[src/rtl/core_pkg.sv]
// Shared decode constants and types for the decode/execute boundary.
package core_pkg;

  // Immediate format selector driven to the extension unit.
  typedef enum logic [2:0] {
    IMM_I = 3'b000,
    IMM_S = 3'b001,
    IMM_B = 3'b010,
    IMM_U = 3'b011,
    IMM_J = 3'b100
  } imm_src_t;

  // Write-back result source selector.
  localparam logic [1:0] RESULT_ALU = 2'b00;
  localparam logic [1:0] RESULT_MEM = 2'b01;
  localparam logic [1:0] RESULT_PC4 = 2'b10;

  // Base-ISA opcodes recognised by the main decoder.
  localparam logic [6:0] OP_LOAD   = 7'b0000011;
  localparam logic [6:0] OP_ALUI   = 7'b0010011;
  localparam logic [6:0] OP_AUIPC  = 7'b0010111;
  localparam logic [6:0] OP_STORE  = 7'b0100011;
  localparam logic [6:0] OP_RTYPE  = 7'b0110011;
  localparam logic [6:0] OP_LUI    = 7'b0110111;
  localparam logic [6:0] OP_BRANCH = 7'b1100011;
  localparam logic [6:0] OP_JALR   = 7'b1100111;
  localparam logic [6:0] OP_JAL    = 7'b1101111;

  // Main control bundle carried through the ID/EX register.
  typedef struct packed {
    logic       reg_write;
    logic       mem_write;
    logic       branch;
    logic       jump;
    logic       alu_src;
    logic [1:0] result_src;
  } ctrl_t;

  localparam ctrl_t CTRL_NONE = '{default: '0};

endpackage : core_pkg

[src/rtl/id_main_decoder.sv]
// Combinational main decoder: opcode -> immediate type, controls, illegal flag.
module id_main_decoder
  import core_pkg::*;
(
  input  logic [6:0] opcode,
  output imm_src_t   imm_src,
  output ctrl_t      ctrl,
  output logic       illegal
);

  // Decode the opcode into the immediate format and main controls.
  always_comb begin
    // NOTE: every output gets a default before the case so no path leaves one unassigned (no latch).
    imm_src = IMM_I;
    ctrl    = CTRL_NONE;
    illegal = 1'b0;
    unique case (opcode)
      OP_LOAD: begin
        ctrl.reg_write  = 1'b1;
        ctrl.alu_src    = 1'b1;
        ctrl.result_src = RESULT_MEM;
      end
      OP_ALUI: begin
        ctrl.reg_write  = 1'b1;
        ctrl.alu_src    = 1'b1;
        ctrl.result_src = RESULT_ALU;
      end
      OP_JALR: begin
        ctrl.reg_write  = 1'b1;
        ctrl.jump       = 1'b1;
        ctrl.alu_src    = 1'b1;
        ctrl.result_src = RESULT_PC4;
      end
      OP_STORE: begin
        imm_src        = IMM_S;
        ctrl.mem_write = 1'b1;
        ctrl.alu_src   = 1'b1;
      end
      OP_BRANCH: begin
        imm_src     = IMM_B;
        ctrl.branch = 1'b1;
      end
      OP_LUI, OP_AUIPC: begin
        imm_src        = IMM_U;
        ctrl.reg_write = 1'b1;
        ctrl.alu_src   = 1'b1;
      end
      OP_JAL: begin
        imm_src         = IMM_J;
        ctrl.reg_write  = 1'b1;
        ctrl.jump       = 1'b1;
        ctrl.result_src = RESULT_PC4;
      end
      OP_RTYPE: begin
        ctrl.reg_write = 1'b1;
      end
      default: begin
        illegal = 1'b1;
      end
    endcase
  end

endmodule : id_main_decoder

[src/rtl/id_ex_ctrl.sv]
// Decode-to-execute controller: opcode decode, valid/ready handshake,
// ID/EX pipeline register and RUN/TRAP sequencing for illegal opcodes.
module id_ex_ctrl
  import core_pkg::*;
#(
  parameter int XLEN            = 32,
  parameter int TRAP_ON_ILLEGAL = 1
) (
  input  logic            clk,
  input  logic            rst_n,
  input  logic [XLEN-1:0] InstrD,
  input  logic            ValidD,
  output logic            ReadyD,
  output logic [2:0]      ImmSrcD,
  input  logic [XLEN-1:0] ImmExtD,
  input  logic            StallE,
  input  logic            FlushE,
  input  logic            TrapAck,
  output logic            ValidE,
  output logic [XLEN-1:0] InstrE,
  output logic [XLEN-1:0] ImmExtE,
  output logic            RegWriteE,
  output logic            MemWriteE,
  output logic            BranchE,
  output logic            JumpE,
  output logic            ALUSrcE,
  output logic [1:0]      ResultSrcE,
  output logic            IllegalE,
  output logic            TrapPending
);

  localparam logic [0:0] ST_RUN  = 1'b0;
  localparam logic [0:0] ST_TRAP = 1'b1;

  logic [0:0] state, state_nxt;

  imm_src_t dec_imm_src;
  ctrl_t    dec_ctrl;
  logic     dec_illegal;

  ctrl_t    ctrl_e;
  logic     hold;
  logic     accept;
  logic     trap_on_accept;

  id_main_decoder u_dec (
    .opcode  (InstrD[6:0]),
    .imm_src (dec_imm_src),
    .ctrl    (dec_ctrl),
    .illegal (dec_illegal)
  );

  assign ImmSrcD = dec_imm_src;

  // Handshake: execute holding a live instruction or a redirect blocks intake.
  assign hold           = ValidE && StallE && !FlushE;
  assign ReadyD         = (state == ST_RUN) && !(ValidE && StallE) && !FlushE;
  assign accept         = ValidD && ReadyD;
  assign trap_on_accept = accept && dec_illegal && (TRAP_ON_ILLEGAL != 0);

  // RUN/TRAP next state: an accepted illegal traps, ack or redirect resumes.
  always_comb begin
    state_nxt = state;
    case (state)
      ST_RUN:  if (trap_on_accept)     state_nxt = ST_TRAP;
      ST_TRAP: if (TrapAck || FlushE)  state_nxt = ST_RUN;
      default:                         state_nxt = ST_RUN;
    endcase
  end

  // State register.
  always_ff @(posedge clk or negedge rst_n) begin
    // NOTE: sequential state uses non-blocking assignments so all registers update together at the edge.
    if (!rst_n) state <= ST_RUN;
    else        state <= state_nxt;
  end

  // ID/EX register: flush > hold > accept > bubble.
  always_ff @(posedge clk or negedge rst_n) begin
    if (!rst_n) begin
      ValidE    <= 1'b0;
      IllegalE  <= 1'b0;
      InstrE    <= '0;
      ImmExtE   <= '0;
      ctrl_e    <= CTRL_NONE;
    end else if (FlushE) begin
      ValidE    <= 1'b0;
      IllegalE  <= 1'b0;
    end else if (hold) begin
      ValidE    <= ValidE;
    end else if (accept) begin
      InstrE    <= InstrD;
      ImmExtE   <= ImmExtD;
      // The decoder already zeroes controls for an illegal opcode.
      ctrl_e    <= dec_ctrl;
      IllegalE  <= dec_illegal;
      // Without trapping, an illegal opcode travels as a flagged bubble.
      ValidE    <= !dec_illegal || (TRAP_ON_ILLEGAL != 0);
    end else begin
      ValidE    <= 1'b0;
      IllegalE  <= 1'b0;
    end
  end

  assign RegWriteE   = ctrl_e.reg_write;
  assign MemWriteE   = ctrl_e.mem_write;
  assign BranchE     = ctrl_e.branch;
  assign JumpE       = ctrl_e.jump;
  assign ALUSrcE     = ctrl_e.alu_src;
  assign ResultSrcE  = ctrl_e.result_src;
  assign TrapPending = (state == ST_TRAP);

endmodule : id_ex_ctrl

[config.mk]
export PLATFORM = sky130hd
export DESIGN_NAME = id_ex_ctrl
export DESIGN_NICKNAME = d
export VERILOG_FILES = /design/src/rtl/core_pkg.sv /design/src/rtl/id_main_decoder.sv /design/src/rtl/id_ex_ctrl.sv
export SDC_FILE = /design/constraint.sdc
export NUM_CORES = 1
export LEC_CHECK = 0
export ABC_AREA = 1
export BUFFER_PORTS_ARGS = -buffer_cell sky130_fd_sc_hd__buf_2
export CAP_MARGIN = 10
export CORE_ASPECT_RATIO = 1.5
export CORE_MARGIN = 2
export CORE_UTILIZATION = 30
export CTS_BUF_LIST = sky130_fd_sc_hd__clkbuf_16
export DETAILED_ROUTE_END_ITERATION = 8
export GPL_ROUTABILITY_DRIVEN = 0
export GPL_TIMING_DRIVEN = 0
export PLACE_DENSITY_LB_ADDON = 0.3
export SYNTH_ARGS = -nofsm -noshare
export SYNTH_HDL_FRONTEND = slang
export SYNTH_SLANG_ARGS = --single-unit
[constraint.sdc]
create_clock -name clk -period 1.6 [get_ports clk]
set_clock_uncertainty 0.2 [all_clocks]
set_input_delay 0.16 -clock clk [delete_from_list [all_inputs] [get_ports clk]]
set_output_delay 0.16 -clock clk [all_outputs]
set_load 0.005 [all_outputs]
==> results of run 1 <==
==> area by class of cell <==
class / count / area, um^2 / share of cell area (%)
clock inverters: 4 / 15.01 / 0.3102
well taps: 115 / 143.9 / 2.972
repair buffers: 215 / 1436 / 29.67
plain buffers: 14 / 86.33 / 1.783
flip-flops and latches: 74 / 1852 / 38.25
multi-input cells: 254 / 1020 / 21.06
inverters: 16 / 62.56 / 1.292
clock buffers: 9 / 225.2 / 4.652
==> layer usage <==
metal / part of all wire (%) / track usage [%] / vias up / wire length [um]
met4: 2.5 / 8.870 / 0 / 219
met2: 49 / 28.31 / 107 / 4320
met3: 5.7 / 3.342 / 16 / 496
li1: - / - / 1535 / -
met5: 0 / 0 / - / 0
met1: 43 / 19.13 / 1387 / 3734
==> repair_timing <==
item,CTS,global route
gates resized for setup,1,15
hold buffers,67,0
gates cloned,0,1
setup endpoints to repair,44,69
hold endpoints to repair,138,0
pin swaps,0,2
setup buffers,0,0
==> flip-flops by register name (all words and copies together), names as in the netlist <==
| register | flops |
|---|---|
| IllegalE | 1 |
| TrapPending | 1 |
| RegWriteE | 1 |
| MemWriteE | 1 |
| ALUSrcE | 1 |
| InstrE | 32 |
| ImmExtE | 32 |
| JumpE | 1 |
| BranchE | 1 |
| ValidE | 1 |
| ResultSrcE | 2 |
==> worst min path at each step <==
stage                  end  slack [ns]  startpoint
6_report         InstrE[3]        0.03   InstrD[3]
5_1_grt          InstrE[4]        0.04   InstrD[4]
4_1_cts          InstrE[4]        0.01   InstrD[4]
3_5_place_dp   ImmExtE[18]       -0.11       rst_n
3_3_place_gp    InstrE[16]        0.15  InstrD[16]
2_1_floorplan      ALUSrcE       -0.34       rst_n
==> logic make-up after synthesis <==
logic type | synth area share [%]
flops | 62.24
compound gates | 1.682
simple gates | 31.92
buf+inv | 4.163
==> tightest hold or removal path, stage by stage <==
cell	delay, ns
buf_2	0.11
inv_1	0.09
o21ai_0	0.16
==> power breakdown <==
group          switching [W]  total, W  internal [W]
Combinational       0.000551   0.00114      0.000587
Clock               0.000685   0.00168      0.000999
Sequential          0.000183   0.00240       0.00222
Total                0.00142   0.00522       0.00380
==> per-stage QoR <==
step                      power, W  cell area, um^2  setup WS, ns  TNS [ns]  hold slack [ns]
after floorplan           0.002833             2975        0.2197         0          -0.3356
after global placement    0.003392             3855       -0.3125    -22.62           0.1534
after detailed placement  0.003431             3885      -0.01805   -0.1264          -0.1071
after CTS                 0.005286             4798      0.008646         0          0.01405
after global routing      0.005564             4841      -0.03897  -0.09162          0.04352
final                     0.005224             4841       0.07826         0          0.03198
==> cells in the final DEF (no fill, tap or decap), types with 4 or more instances in the layout <==
master	netlist	final
nand3_1	10	10
inv_1	13	15
nor2_1	16	16
clkbuf_4	0	6
nand2_1	212	211
o21ai_0	10	10
dfrtp_1	74	74
clkbuf_16	0	9
clkbuf_2	0	4
dlygate4sd3_1	0	67
buf_2	9	148
==> qor.yml, run 1 <==
utilization_pct: 49.96
synth_area_leaders: "dfrtp_1 (62%), nand2_1 (27%), nor2_1 (2.0%)"
stdcell_count: 701
grt_setup_unrepaired: "yes"
placementRows: 44
ys.flop_type: "dfrtp_1"
finalCriticalPeriod_ns: 1.522
ys_types: 14
start_util_pct: 30.71
crit_type: "input pin to register"
io_buffers: 147
p_leak_nw: 2.799
drv_cap: 0
cp.arrival_ns: 1.59
async_flop_share_pct: 100.0
nets: 654
finalCritPeriodShare_pct: 95.11
wirelength_um: 8770
ant_nets: 0
grt_pass1_vias: 3061
numCtsBuffers: 9
crit_family: "buffers and inverters"
crit_fanout: 1
endpoint: "TrapPending"
yosys_warnings: 0
netlist_area_um2: 2975
die_h_um: 126.0
initialDrtViolationCount: 95
cts-root-buf: "clkbuf_16"
synth_edf_count: 0
cts_sinks: 74
io_pins: 148
cp_num_cells: 6
dp_cells: 620
h-tree-depth: 3
dp_hpwl_um: 5858
die_area_um2: 10750
cts_tree: "yes"
slew_headroom_pct: 74.14
first_pass_iters: 4
worstSetupStartpoint: "TrapAck"
synth_top_area_share_pct: 62.24
areaGrowthSynthToFinish_pct: 62.70
drive_gt1_share_pct: 30.03
peakVddDrop_uv: 604.3
reg2reg_depth: 7
vias: 3045
ys_ff_latch: 74
clkTransAtPathRegs_ns: 0.05
status: "finished, final reports clean"
r2r-end: "ALUSrcE"
grt_overflow_total: 0
seq_area_frac_synth_pct: 62.24
r2r_start: "TrapPending"
synth.most_common_cell: "nand2_1"
crit_chain: "dlygate4sd3_1 > buf_2 > nor2_1 > dlygate4sd3_1 > nand2_1 > nand2_1"
drc: 0
max_freq_mhz: 657.1
n_antenna_cell: 0
cp_slowest_cell: "dlygate4sd3_1"
syn_inst: 357
fill_cells: 925
grt_usage_pct: 16.53
cts_buffer_depth: 2
hold_path_depth: 3
wl_per_cell_um: 12.51
finalSetupViolations: 0
finalHoldViolCount: 0
crit_buf_inv: 3
hp-class: "input pin to register"
grt_first_pass_wirelength_um: 14100
fp.coreArea_um2: 9689
antenna_found_initial: 0
syn_nets: 427
die_w_um: 85.32
finalMaxSlewViolations: 0
pwr_density_cell_nw_per_um2: 1079
worstSkewPairLatency_ns: 0.32
r2r_slack_ns: 0.09
required_ns: 1.67
ys_top_cells_by_count: "nand2_1 (212), dfrtp_1 (74), nor2_1 (16)"
critPathLaunchType: "input pin"
end_kind: "register"
worst_pin_slew_ns: 0.3879
vias_per_cell: 4.344
cpPeakStageDelay_ns: 0.56
synth_area_per_cell_um2: 8.334
yosysTopAreaCell: "dfrtp_1"
grt_max_degree: 51
Note: power is estimated with default switching activity, not from simulation.
==> run 2: changes to the inputs <==
--- a/config.mk
+++ b/config.mk
@@ -5,7 +5,6 @@
 export SDC_FILE = /design/constraint.sdc
 export NUM_CORES = 1
 export LEC_CHECK = 0
-export ABC_AREA = 1
 export BUFFER_PORTS_ARGS = -buffer_cell sky130_fd_sc_hd__buf_2
 export CAP_MARGIN = 10
 export CORE_ASPECT_RATIO = 1.5
@@ -19,3 +18,4 @@
 export SYNTH_ARGS = -nofsm -noshare
 export SYNTH_HDL_FRONTEND = slang
 export SYNTH_SLANG_ARGS = --single-unit
+export TNS_END_PERCENT = 100
==> run 2 against run 1 <==
  * Global-route usage decreased by 1.2 points
  * First-iteration DRC count decreased by 62%
  * Clock-buffer cell count unchanged
  * The run now ends with setup timing left
==> qor.yml, run 2 <==
drc: 0
crit_fanout: 10
yosys_warnings: 0
synth_area_per_cell_um2: 16.42
finalMaxSlewViolations: 0
cts_tree: "yes"
violations: "setup timing"
ant_nets: 0
numCtsBuffers: 9
drv_cap: 0
grt_first_pass_wirelength_um: 12720
io_buffers: 147
internal_power_w: 0.004588
end_kind: "register"
initialDrtViolationCount: 36
comb_power_share_pct: 24.7
cts_buffer_depth: 2
drive_gt1_share_pct: 58.39
reg2reg_depth: 5
fp.coreArea_um2: 9689
antenna_found_initial: 0
ys.flop_type: "dfrtp_1"
netlist_area_um2: 2972
die_h_um: 125.9
vias: 2439
grt_setup_unrepaired: "yes"
first_pass_iters: 4
die_area_um2: 10730
nets: 488
synth_edf_count: 0
wl_per_cell_um: 14.77
cts-root-buf: "clkbuf_16"
p_leak_nw: 2.558
power_frac_seq_pct: 40.9
cp.arrival_ns: 1.79
finalCriticalPeriod_ns: 1.781
slew_headroom_pct: 68.28
n_antenna_cell: 0
yosysTopAreaCell: "dfrtp_1"
r2r_slack_ns: -0.18
cp_common_cell: "buf_12"
hold-path-endpoint: "BranchE"
netSwitchingFraction_pct: 23.73
async_flop_share_pct: 100.0
r2r-end: "InstrE[20]"
placementRows: 44
vias_per_cell: 4.533
grt_overflow_total: 0
hold_start: "ValidD"
finalSetupViolations: 72
ys_types: 28
die_w_um: 85.26
synth_area_leaders: "dfrtp_1 (62%), mux2_1 (19%), mux2_2 (7.6%)"
required_ns: 1.60
seq_area_frac_synth_pct: 62.32
clkPwrFrac_pct: 34.4
worstSkewPairLatency_ns: 0.33
grt_max_degree: 39
critPathLaunchType: "register"
r2r_start: "TrapPending"
p_sw_w: 0.001428
hold_path_depth: 3
start_util_pct: 30.67
cts_sinks: 74
syn_inst: 181
io_pins: 148
setup-tns-final_ns: -10.68
dp_slack_ns: -0.3688
dp_hpwl_um: 5123
hp-class: "input pin to register"
wirelength_um: 7944
synth_top_area_share_pct: 62.32
clkTransAtPathRegs_ns: 0.06
status: "finished, violations left"
synth.most_common_cell: "dfrtp_1"
finalCritPeriodShare_pct: 111.3
areaGrowthSynthToFinish_pct: 75.66
pwr_density_cell_nw_per_um2: 1152
syn_nets: 251
ys_top_cells_by_count: "dfrtp_1 (74), mux2_1 (49), mux2_2 (20)"
layout_common_cells: "buf_2 (145), dfrtp_1 (74), dlygate4sd3_1 (68)"
fin_ws_ns: -0.1810
crit_type: "register to register"
grt_pass1_vias: 2612
cpPeakStageDelay_ns: 0.41
grt_usage_pct: 15.29
h-tree-depth: 3
ys_ff_latch: 74
cp_slowest_cell: "dfrtp_1"
finalHoldViolCount: 0
final_common_cell: "buf_2"
max_freq_mhz: 561.5
crit_chain: "a211oi_4 > and2_4 > buf_12 > buf_12 > mux2_4"
worst_pin_slew_ns: 0.4757
peakVddDrop_uv: 680.2
==> run 2: cell count changes after synthesis, moves of 9 or more <==
cell	before	now
buf_2	9	0
inv_1	13	2
mux2_1	0	49
mux2_2	0	20
nand2_1	212	4
nand3_1	10	0
nor2_1	16	2
o21ai_0	10	1
==> run 2: stage by stage <==
step	hold WS, ns	total power, W	cells	instance area (um^2)	util (%)
after floorplan	-0.3356	0.002978	181	3018	-
after CTS	0.001328	0.006023	537	5139	53.03
after global placement	0.1475	0.003564	443	3897	40.22
after global routing	0.01871	0.006344	538	5220	53.87
final	0.02325	0.006016	538	5220	53.87
after detailed placement	-0.04507	0.003611	444	3920	40.46
==> run 2: worst max path at each step <==
stage                 from           to  slack (ns)  cells past startpoint
3_5_place_dp        ValidE  ImmExtE[21]       -0.37                      5
6_report       TrapPending   InstrE[20]       -0.18                      5
2_1_floorplan  TrapPending  ImmExtE[14]       -0.22                      5
3_3_place_gp   TrapPending  ImmExtE[15]       -0.33                      5
5_1_grt        TrapPending   ImmExtE[6]       -0.25                      5
4_1_cts             ValidE   InstrE[30]       -0.22                      5
==> run 2: routing by layer <==
metal / GRT usage (%) / vias up / part of all wire [%]
li1: - / 1137 / -
met1: 17.57 / 1199 / 40
met2: 26.24 / 89 / 52
met3: 3.997 / 14 / 5.7
met4: 7.096 / 0 / 2.6
met5: 0 / - / 0
==> run 2: area by class of cell <==
| class | count | area (um^2) |
|---|---|---|
| buffer | 7 | 140.1 |
| clock buffer | 9 | 225.2 |
| clock inverter | 7 | 85.08 |
| fill | 819 | 4469 |
| inverter | 2 | 7.507 |
| multi-input combinational | 98 | 1205 |
| sequential | 74 | 1852 |
| tap | 115 | 143.9 |
| timing repair buffer | 226 | 1562 |
==> run 2: worst max-delay path, delay by kind of cell, from the launching register on <==
family	cells	cell delay, ns
AND/OR/NAND/NOR	1	0.19
flip-flops	1	0.41
multiplexers	1	0.31
AO/OA/AOI/OAI	1	0.24
buffers and inverters	2	0.30
==> run 2: kinds of logic after synthesis <==
kind of cell	Yosys count	share of synthesized area [%]
AO/OA/AOI/OAI	12	3.537
buffers and inverters	9	4.379
AND/OR/NAND/NOR	17	3.621
flip-flops	74	62.32
multiplexers	69	26.15
==> run 2: what timing repair did <==
| action | 4_1_cts | 5_1_grt |
|---|---|---|
| setup buffers | 9 | 1 |
| endpoints found under the setup margin | 71 | 74 |
| pin swaps | 2 | 1 |
| cloned | 0 | 1 |
| hold endpoints to repair | 119 | 0 |
| resized for setup | 36 | 16 |
| hold buffers | 68 | 0 |
==> run 2: power groups by stage <==
stage / clock network (W) / logic, W / registers, W
6_report: 0.00207 / 0.00149 / 0.00246
5_1_grt: 0.00223 / 0.00161 / 0.00251
4_1_cts: 0.00213 / 0.00144 / 0.00245
2_1_floorplan: 0 / 0.000468 / 0.00251
3_3_place_gp: 0 / 0.00111 / 0.00245
3_5_place_dp: 0 / 0.00114 / 0.00247
